==> src/rtl/program_loader_pkg.sv <==
// Shared constants for the instruction-memory loader.
// Latency: n/a (constants only).
// Backpressure: n/a.
// Holds the default widths and the loader state encoding used by program_loader.
package program_loader_pkg;

  localparam int ADDR_WIDTH_DEF  = 8;   // matches the 8-bit program counter
  localparam int INSTR_WIDTH_DEF = 16;  // must be a multiple of 8

  // Loader states, kept as plain constants for legacy tool compatibility.
  localparam logic [2:0] ST_LEN   = 3'd0;
  localparam logic [2:0] ST_RECV  = 3'd1;
  localparam logic [2:0] ST_WRITE = 3'd2;
  localparam logic [2:0] ST_CSUM  = 3'd3;
  localparam logic [2:0] ST_DONE  = 3'd4;
  localparam logic [2:0] ST_ERROR = 3'd5;

endpackage

==> src/rtl/program_loader_if.sv <==
// Byte-stream input, instruction-RAM write port and load status of the loader.
// Latency: n/a (wiring only).
// Backpressure: rx_valid/rx_ready handshake; the source holds rx_data until rx_ready.
// Modports: master = loader side (drives rx_ready, mem_*, load_*),
//           slave  = byte source / RAM / PC side.
interface program_loader_if
  import program_loader_pkg::*;
#(
  parameter int INSTR_WIDTH = INSTR_WIDTH_DEF,
  parameter int ADDR_WIDTH  = ADDR_WIDTH_DEF
);
  logic [7:0]             rx_data;
  logic                   rx_valid;
  logic                   rx_ready;
  logic                   reload;
  logic                   mem_we;
  logic [ADDR_WIDTH-1:0]  mem_addr;
  logic [INSTR_WIDTH-1:0] mem_wdata;
  logic                   load_done;
  logic                   load_err;

  modport master (
    input  rx_data, rx_valid, reload,
    output rx_ready, mem_we, mem_addr, mem_wdata, load_done, load_err
  );

  modport slave (
    output rx_data, rx_valid, reload,
    input  rx_ready, mem_we, mem_addr, mem_wdata, load_done, load_err
  );
endinterface

==> src/rtl/program_loader_word_packer.sv <==
// Packs bytes MSB-first into one instruction word.
// Latency: word_ready_o/word_o are combinational with the final byte's shift strobe.
// Backpressure: none; the parent only shifts on an accepted byte.
// Ports: CLK, RST_N, clr_i (restart word), shift_i (byte accepted), byte_i,
//        word_ready_o (this shift completes a word), word_o (completed word).
module program_loader_word_packer #(
  parameter int INSTR_WIDTH = 16
) (
  input  logic                   CLK,
  input  logic                   RST_N,
  input  logic                   clr_i,
  input  logic                   shift_i,
  input  logic [7:0]             byte_i,
  output logic                   word_ready_o,
  output logic [INSTR_WIDTH-1:0] word_o
);
  localparam int BPW = INSTR_WIDTH / 8;
  localparam int CW  = (BPW > 1) ? $clog2(BPW) : 1;

  logic [INSTR_WIDTH-1:0] sreg_q;
  logic [CW-1:0]          cnt_q;
  logic                   last;
  logic [INSTR_WIDTH-1:0] shifted;

  assign last         = (cnt_q == CW'(BPW - 1));
  // Shift written generically so an 8-bit word needs no special case.
  assign shifted      = (sreg_q << 8) | INSTR_WIDTH'(byte_i);
  assign word_ready_o = shift_i && last;
  assign word_o       = shifted;

  always_ff @(posedge CLK or negedge RST_N) begin
    if (!RST_N) begin
      sreg_q <= '0;
      cnt_q  <= '0;
    end else if (clr_i) begin
      sreg_q <= '0;
      cnt_q  <= '0;
    end else if (shift_i) begin
      sreg_q <= shifted;
      cnt_q  <= last ? '0 : cnt_q + 1'b1;
    end
  end
endmodule

==> src/rtl/program_loader.sv <==
// Loads a length-prefixed byte image into instruction RAM from address 0 and raises load_done.
// Latency: mem_we the cycle after a word's last byte; load_done the cycle after the final write.
// Backpressure: rx_ready low during WRITE, DONE, ERROR and reset; bytes are held by the source.
// Ports: CLK, RST_N (async, active low), bus (program_loader_if.master).
// Optional: PROGRAM_LOADER_CHECKSUM_EN adds a trailing XOR checksum byte and load_err.
module program_loader
  import program_loader_pkg::*;
#(
  parameter int INSTR_WIDTH = INSTR_WIDTH_DEF,
  parameter int ADDR_WIDTH  = ADDR_WIDTH_DEF
) (
  input  logic             CLK,
  input  logic             RST_N,
  program_loader_if.master bus
);
`ifdef PROGRAM_LOADER_CHECKSUM_EN
  localparam logic [2:0] ST_FRAME_END = ST_CSUM;
`else
  localparam logic [2:0] ST_FRAME_END = ST_DONE;
`endif

  logic [2:0]             state_q, state_d;
  logic [7:0]             n_q, n_d;
  logic [ADDR_WIDTH-1:0]  widx_q, widx_d;
  logic [ADDR_WIDTH-1:0]  addr_q, addr_d;
  logic [INSTR_WIDTH-1:0] wdata_q, wdata_d;
  logic                   rdy_en_q;
  logic                   rx_rdy;
  logic                   xfer;
  logic                   word_rdy;
  logic [INSTR_WIDTH-1:0] word;
`ifdef PROGRAM_LOADER_CHECKSUM_EN
  logic [7:0]             csum_q, csum_d;
`endif

  // rdy_en_q keeps rx_ready low while reset is asserted without a
  // combinational path from RST_N to the output.
  always_comb begin
    rx_rdy = 1'b0;
    if (rdy_en_q) begin
      rx_rdy = (state_q == ST_LEN) || (state_q == ST_RECV);
`ifdef PROGRAM_LOADER_CHECKSUM_EN
      if (state_q == ST_CSUM) rx_rdy = 1'b1;
`endif
    end
  end

  assign xfer = bus.rx_valid && rx_rdy;

  program_loader_word_packer #(.INSTR_WIDTH(INSTR_WIDTH)) u_packer (
    .CLK          (CLK),
    .RST_N        (RST_N),
    .clr_i        (xfer && (state_q == ST_LEN)),
    .shift_i      (xfer && (state_q == ST_RECV)),
    .byte_i       (bus.rx_data),
    .word_ready_o (word_rdy),
    .word_o       (word)
  );

  always_comb begin
    state_d = state_q;
    n_d     = n_q;
    widx_d  = widx_q;
    addr_d  = addr_q;
    wdata_d = wdata_q;
`ifdef PROGRAM_LOADER_CHECKSUM_EN
    csum_d  = csum_q;
`endif
    case (state_q)
      ST_LEN: begin
        widx_d = '0;
`ifdef PROGRAM_LOADER_CHECKSUM_EN
        csum_d = '0;
`endif
        if (xfer) begin
          n_d     = bus.rx_data;
          state_d = (bus.rx_data == 8'd0) ? ST_FRAME_END : ST_RECV;
        end
      end
      ST_RECV: begin
`ifdef PROGRAM_LOADER_CHECKSUM_EN
        if (xfer) csum_d = csum_q ^ bus.rx_data;
`endif
        // Capture address/data here so they stay stable outside the strobe.
        if (word_rdy) begin
          addr_d  = widx_q;
          wdata_d = word;
          state_d = ST_WRITE;
        end
      end
      ST_WRITE: begin
        widx_d  = widx_q + 1'b1;
        // Compare in int width so N=255 never needs an address past 254.
        state_d = ((int'(widx_q) + 1) == int'(n_q)) ? ST_FRAME_END : ST_RECV;
      end
`ifdef PROGRAM_LOADER_CHECKSUM_EN
      ST_CSUM: begin
        if (xfer) state_d = (bus.rx_data == csum_q) ? ST_DONE : ST_ERROR;
      end
      ST_ERROR: begin
        if (bus.reload) begin
          state_d = ST_LEN;
          widx_d  = '0;
        end
      end
`endif
      ST_DONE: begin
        if (bus.reload) begin
          state_d = ST_LEN;
          widx_d  = '0;
        end
      end
      default: state_d = ST_LEN;
    endcase
  end

  always_ff @(posedge CLK or negedge RST_N) begin
    if (!RST_N) begin
      state_q  <= ST_LEN;
      n_q      <= '0;
      widx_q   <= '0;
      addr_q   <= '0;
      wdata_q  <= '0;
      rdy_en_q <= 1'b0;
`ifdef PROGRAM_LOADER_CHECKSUM_EN
      csum_q   <= '0;
`endif
    end else begin
      state_q  <= state_d;
      n_q      <= n_d;
      widx_q   <= widx_d;
      addr_q   <= addr_d;
      wdata_q  <= wdata_d;
      rdy_en_q <= 1'b1;
`ifdef PROGRAM_LOADER_CHECKSUM_EN
      csum_q   <= csum_d;
`endif
    end
  end

  assign bus.rx_ready  = rx_rdy;
  assign bus.mem_we    = (state_q == ST_WRITE);
  assign bus.mem_addr  = addr_q;
  assign bus.mem_wdata = wdata_q;
  assign bus.load_done = (state_q == ST_DONE);
`ifdef PROGRAM_LOADER_CHECKSUM_EN
  assign bus.load_err  = (state_q == ST_ERROR);
`else
  assign bus.load_err  = 1'b0;
`endif
endmodule

==> src/flat_wrapper.sv <==
// flat-port wrapper written by rule: the top's interface ports become plain ports
module program_loader_flat import program_loader_pkg::*;
#(
  parameter int INSTR_WIDTH = INSTR_WIDTH_DEF,
  parameter int ADDR_WIDTH  = ADDR_WIDTH_DEF
)
  (CLK, RST_N, bus_rx_data, bus_rx_valid, bus_reload, bus_rx_ready, bus_mem_we, bus_mem_addr, bus_mem_wdata, bus_load_done, bus_load_err);
  program_loader_if #(.INSTR_WIDTH(INSTR_WIDTH), .ADDR_WIDTH(ADDR_WIDTH)) bus_i ();
  input  logic CLK;
  input  logic RST_N;
  input wire logic [$bits(bus_i.rx_data)-1:0] bus_rx_data;
  input wire logic [$bits(bus_i.rx_valid)-1:0] bus_rx_valid;
  input wire logic [$bits(bus_i.reload)-1:0] bus_reload;
  output wire logic [$bits(bus_i.rx_ready)-1:0] bus_rx_ready;
  output wire logic [$bits(bus_i.mem_we)-1:0] bus_mem_we;
  output wire logic [$bits(bus_i.mem_addr)-1:0] bus_mem_addr;
  output wire logic [$bits(bus_i.mem_wdata)-1:0] bus_mem_wdata;
  output wire logic [$bits(bus_i.load_done)-1:0] bus_load_done;
  output wire logic [$bits(bus_i.load_err)-1:0] bus_load_err;
  assign bus_i.rx_data = bus_rx_data;
  assign bus_i.rx_valid = bus_rx_valid;
  assign bus_i.reload = bus_reload;
  assign bus_rx_ready = bus_i.rx_ready;
  assign bus_mem_we = bus_i.mem_we;
  assign bus_mem_addr = bus_i.mem_addr;
  assign bus_mem_wdata = bus_i.mem_wdata;
  assign bus_load_done = bus_i.load_done;
  assign bus_load_err = bus_i.load_err;
  program_loader #(.INSTR_WIDTH(INSTR_WIDTH), .ADDR_WIDTH(ADDR_WIDTH)) u_core (.CLK(CLK), .RST_N(RST_N), .bus(bus_i));
endmodule
==> config.mk <==
export PLATFORM = sky130hd
export DESIGN_NAME = program_loader_flat
export DESIGN_NICKNAME = d
export VERILOG_FILES = /design/src/rtl/program_loader_pkg.sv /design/src/rtl/program_loader_if.sv /design/src/rtl/program_loader_word_packer.sv /design/src/rtl/program_loader.sv /design/src/flat_wrapper.sv
export SDC_FILE = /design/constraint.sdc
export NUM_CORES = 1
export LEC_CHECK = 0
export ABC_AREA = 1
export BUFFER_PORTS_ARGS = -buffer_cell sky130_fd_sc_hd__buf_4
export CAP_MARGIN = 20
export CORE_MARGIN = 2
export CORE_UTILIZATION = 30
export CTS_CLUSTER_DIAMETER = 50
export CTS_CLUSTER_SIZE = 40
export DETAILED_ROUTE_END_ITERATION = 16
export PLACE_DENSITY_LB_ADDON = 0.05
export SLEW_MARGIN = 0
export SYNTH_ARGS = -nofsm -noshare
export SYNTH_HDL_FRONTEND = slang
export SYNTH_HIERARCHICAL = 1
export SYNTH_SLANG_ARGS = --single-unit
==> constraint.sdc <==
create_clock -name CLK -period 1.8 [get_ports CLK]
set_clock_uncertainty 0.1 [all_clocks]
set_input_delay 0.09 -clock CLK [delete_from_list [all_inputs] [get_ports CLK]]
set_output_delay 0.09 -clock CLK [all_outputs]
set_load 0.005 [all_outputs]
Yosys cells after proc, flatten, opt, wreduce, memory -nomap -nowiden. Cells that the tools add are included.

Register bits after elaboration: 53. Latch bits: 0. RAM bits: 0. ROM bits: 0. Bits of input ports: 12. Word-level logic and storage cells: 46. Memories: 0.

Add/subtract/negate cells: 3. Multipliers: 0. Divide/modulo/power cells: 0. $lt $le $gt $ge: 0. Eq/ne operators: 7. Shift-type cells: 0. Multiplexer cells: 14. Bitwise logic cells: 1. Reductions and logical operators: 13.

Operator list (number): 32-bit by 9-bit equality test with 1-bit output (1); 8-bit 2-to-1 mux (3); 8-bit case mux with 3 select lines (1); 16-bit by 8-bit OR with 16-bit output (1); 3-bit 2-to-1 mux (5); 3-bit case mux with 4 select lines (1); 8-bit by 1-bit adder with 9-bit output, second input constant (1); 8-bit by 1-bit adder with 8-bit output, second input constant (1); 8-bit logical NOT (1); 2-bit AND reduction (3); 1-bit logical AND (4); 1-bit 2-to-1 mux (4); 2-bit != test, second input constant (2); 3-bit by 1-bit equality test with 1-bit output, second input constant (1); 3-bit by 2-bit equality test with 1-bit output, second input constant (1); 3-bit equality test, second input constant (1); 3-bit logical NOT (1); 3-bit AND reduction (1); 3-bit nonzero test (1); 2-bit by 1-bit != test with 1-bit output, second input constant (1); 2-bit nonzero test (1); 1-bit adder, second input constant (1); 1-bit logical OR (1).

Depth between registers and ports, before layout.
Word-level depth: 8. Depth in mapped cells: 14. Gate-level depth less buffers: 14.

Cells and area by module. The synthesis kept the hierarchy.

By module, submodules not included: program_loader (times used 1, cells an instance 256, area each 2055.7 um^2, sequential area each 1101.1 um^2); program_loader_word_packer (times used 1, cells an instance 49, area each 424.2 um^2, sequential area each 225.2 um^2).

Least setup slack after synthesis. Ideal clock, no wire load.

Path type: reg-to-reg. Start: register u_core.state_q[2]. End: register u_core.addr_q[2] (netlist: u_core/bus.mem_addr[2]). Arrival: 1.626 ns. Required time: 1.568 ns. Path slack: -0.058 ns. Cell stages (with the launch flop): 11. Path buffers: 2. Path through: dfrtp_1 > nor3b_2 > nand2_1 > nor2_1 > buf_4 > nand2_2 > inv_2 > nand2_1 > clkbuf_1 > nand2_1 > o21ai_0.

Longest elaborated chain between the ends: 7.

Ends and longest elaborated chain: start: declaration (line program_loader.sv:22) `logic [2:0] state_q, state_d;`; start signal: assignment (line program_loader.sv:129) `state_q <= state_d;`; 3-bit by 1-bit equality test with 1-bit output / 3-bit logical NOT (equally long branches) (line program_loader.sv:41) `rx_rdy = (state_q == ST_LEN) || (state_q == ST_RECV);`; 1-bit logical OR * (line program_loader.sv:41); 1-bit 2-to-1 mux * (line program_loader.sv:40) `if (rdy_en_q) begin`; net bus_rx_ready (line flat_wrapper.sv:14) `output wire logic [$bits(bus_i.rx_ready)-1:0] bus_rx_ready;`; 1-bit logical AND * (line program_loader.sv:48) `assign xfer = bus.rx_valid && rx_rdy;`; 1-bit logical AND * (line program_loader.sv:54) `.shift_i (xfer && (state_q == ST_RECV)),`; 1-bit logical AND * (line program_loader_word_packer.sv:28) `assign word_ready_o = shift_i && last;`; net u_core.word_rdy (line program_loader.sv:30) `logic word_rdy;`; 2-bit AND reduction (no source line) *; end signal: assignment (line program_loader.sv:132) `addr_q <= addr_d;`; end: declaration (line program_loader.sv:25) `logic [ADDR_WIDTH-1:0] addr_q, addr_d;`.

Mark *: on every way through the listed nets, which the timed path passes. The rest lies on a longest branch. A chain may end at the register's enable or synchronous reset.

Worst setup path after layout.
Start: register u_core.state_q[1]. End: register u_core.addr_q[3] (netlist: u_core/bus.mem_addr[3]).

Longest elaborated chain between the ends: 7.

Ends and longest elaborated chain (line): 3-bit by 1-bit equality test with 1-bit output / 3-bit logical NOT (equally long branches) (program_loader.sv:41, program_loader.sv:54); 1-bit logical OR (program_loader.sv:41); 1-bit 2-to-1 mux (program_loader.sv:40); 1-bit logical AND (program_loader.sv:48); 1-bit logical AND * (program_loader.sv:54); 1-bit logical AND * (program_loader_word_packer.sv:28); net u_core.word_rdy (program_loader.sv:30); 2-bit AND reduction (no source line) *.

Marks and branches as above.

==> flow_summary.yaml <==
outcome:
  run_status: "finished clean"
finish:
  area_delta_synth_final_pct: 29.0
  drive_above_1_share_pct: 25.9
  antenna_cells: 0
  final_nets: 372
  final_cells: 464
logic_synthesis:
  synth_edf_count: 0
  ys_ff_latch: 53
  synth_top_cell_by_area: "dfrtp_1"
  syn_inst: 305
  yosysUniqueCellTypes: 25
  synth_area_leaders: "dfrtp_1 53%, nand2_1 18%, nand3_1 5.2%"
  yosysMostFrequentCell: "nand2_1"
  syn-mean-instance-area_um2: 8.13
  synth_top_area_share_pct: 53.5
  ys_top_cells_by_count: "121 x nand2_1, 53 x dfrtp_1, 26 x inv_1, 26 x nand3_1, 21 x o21ai_0"
  async_reset_ff_share_pct: 100
  synth_ff_type: "dfrtp_1"
  yosysSeqAreaShare_pct: 53.5
  synth_nets: 318
  yosys_warnings: 6
  synth.cell_area_mm2: 0.00248
clock_network:
  clk_pin_slew_ps: 100
  cts_buffer_depth: 2
  cts.htree.levels: 2
  clk_latency_ps: 310
  cts_tree: "done"
  root_buffer: "clkbuf_8"
  numCtsBuffers: 5
  cts_num_sinks: 53
drt:
  highest_layer: "met4"
  drt_pass1_iterations: 4
  wl_um: 5810
  postRouteAntennaNets: 0
  drt_iter0_drc: 61
  dr_wl_met3_um: 194
  via_count: 2054
  post-route-drc-count: 0
  route.met2.wl_um: 2760
  wl_met1_um: 2820
  routedWlPerCell_um: 12.5
  vias_per_cell: 4.43
flow_run:
  drv_cap: 0
die:
  rows: 33
  ios: 40
  coreArea_mm2: 0.00813
  die_x_um: 94.9
  die_h_um: 94.9
  start_util_pct: 30.5
  die_area_mm2: 0.00901
power_and_ir_drop:
  leakage_uw: 0.00162
  ir_drop_mv: 0.410
  cellPowerDensity_mw_per_mm2: 1200
  power.total_uw: 3840
setup_path:
  setup.worst_path.start: "u_core/state_q[1]"
  worstPathArrival_ps: 1770
  cp.required_ps: 1880
  reg2reg_depth: 9
  path_class: "reg2reg"
  critPathCapture: "u_core/bus.mem_addr[3]"
  r2r-end: "u_core/bus.mem_addr[3]"
  rrSetupSlack_ps: 120
  critPathMaxFanout: 16
  worstSetupEndpointType: "register"
  critPathLaunchType: "register"
  reg2reg_from: "u_core/state_q[1]"
min_path:
  hp-class: "in2reg"
global_route:
  grt_util_all_layers_pct: 13.8
  overflow: 0
  first_global_vias: 2021
  antenna_found_initial: 0
  grt_max_degree: 54
  grt_pass1_wl_um: 9700
timing:
  slew_viol_final: 0
  max_freq_mhz: 594
  hold_violations: 0
  tightest_slew_ps: 698
  hold_slack_ps: 134
  tns_ps: 0
  period_minus_slack_ps: 1680
  rsz0062_at_grt: "yes"
  period_share_pct: 93.5
  setup_violations: 0
  relSlewSlack_pct: 53.5
placed_design:
  dp_hpwl_um: 4070
  place.gp.congestion: 0.763
  dp_cells: 443
  port_buffers: 38
-- sequential cells by signal, indices dropped and copies added (netlist names) --
| signal | flops |
|---|---|
| u_core/bus.mem_wdata | 16 |
| u_core/u_packer/cnt_q | 1 |
| u_core/bus.mem_addr | 8 |
| u_core/rdy_en_q | 1 |
| u_core/state_q | 3 |
| u_core/n_q | 8 |
| u_core/widx_q | 8 |
| u_core/u_packer/sreg_q | 8 |
-- metrics by stage --
stage               utilization (%)  worst slack [ps]  cell area (um^2)
global placement               35.5             -28.1              2890
global route                   39.3             -15.1              3200
detailed placement             35.5             -1.31              2890
finish                         39.3               117              3200
CTS                            37.8              2.33              3070
floorplan                         -              17.7              2480
-- critical path, cell delays in order (launching register included) --
cell and delay [ps]:
dfrtp_1 440, nor3b_2 230, nand2_2 120, nor2_2 130, nand2_2 70, inv_2 60
nand2_2 100, buf_6 180, nand2_1 50, o21ai_0 70
-- cell usage in the layout (no fill, tap or decap), types with 5 or more instances in the layout --
cell type,n
inv_1,24
clkbuf_8,5
o21ai_0,19
nand2_2,7
dfrtp_1,51
nand3_1,23
nor2_2,6
dlygate4sd3_1,10
buf_4,47
nand2_1,114
nor2_1,9
-- what timing repair did --
action                     4_1_cts  5_1_grt
cloned                           0        0
pin swaps                        0       17
resized for setup                1       27
hold endpoints to repair        78        0
hold buffers                    10        0
setup endpoints to repair        1       26
setup buffers                    0        4
-- cell families (layout without fill, tap and decap cells) --
kind of cell | after synthesis | in the layout | synth area share, %
compound gates | 27 | 27 | 5.75
xor+xnor | 2 | 2 | 0.706
fa+ha+maj | 1 | 1 | 0.504
buf+inv | 45 | 99 | 8.63
flops | 53 | 53 | 53.5
mux | 2 | 2 | 0.908
other cells | 2 | 2 | 0.303
simple gates | 173 | 173 | 29.7
-- layout make-up --
type	instances	area (um^2)
well taps	105	131
multi-input cells	207	1010
clock buffers	5	68.8
clock inverters	2	16.3
fillers	865	4930
flip-flops and latches	53	1330
inverters	30	118
repair buffers	62	527
-- power breakdown --
part | total [uW] | leakage [uW] | internal (uW) | switching [uW]
clock network | 683 | 0.0000402 | 270 | 414
registers | 1820 | 0.000689 | 1590 | 230
logic | 1330 | 0.000889 | 661 | 673
total | 3840 | 0.00162 | 2520 | 1320
-- how the worst min path moves through the flow --
stage / startpoint / cells past startpoint / slack (ps) / to
global placement: RST_N / 1 / 100 / u_core/bus.mem_addr[5]
detailed placement: RST_N / 1 / 90 / u_core/bus.mem_addr[5]
global route: bus_rx_valid / 5 / 130 / u_core/state_q[0]
floorplan: RST_N / 0 / -310 / u_core/bus.mem_addr[0]
CTS: bus_rx_valid / 5 / 180 / u_core/state_q[0]
finish: bus_rx_valid / 5 / 130 / u_core/state_q[0]
-- layer usage --
metal  GRT usage, %  up-vias
met5              0        -
met4           3.74        0
met3           2.87        4
met2           22.7       39
met1           18.5      951
li1               -     1060
(Power assumes the default switching activity.)
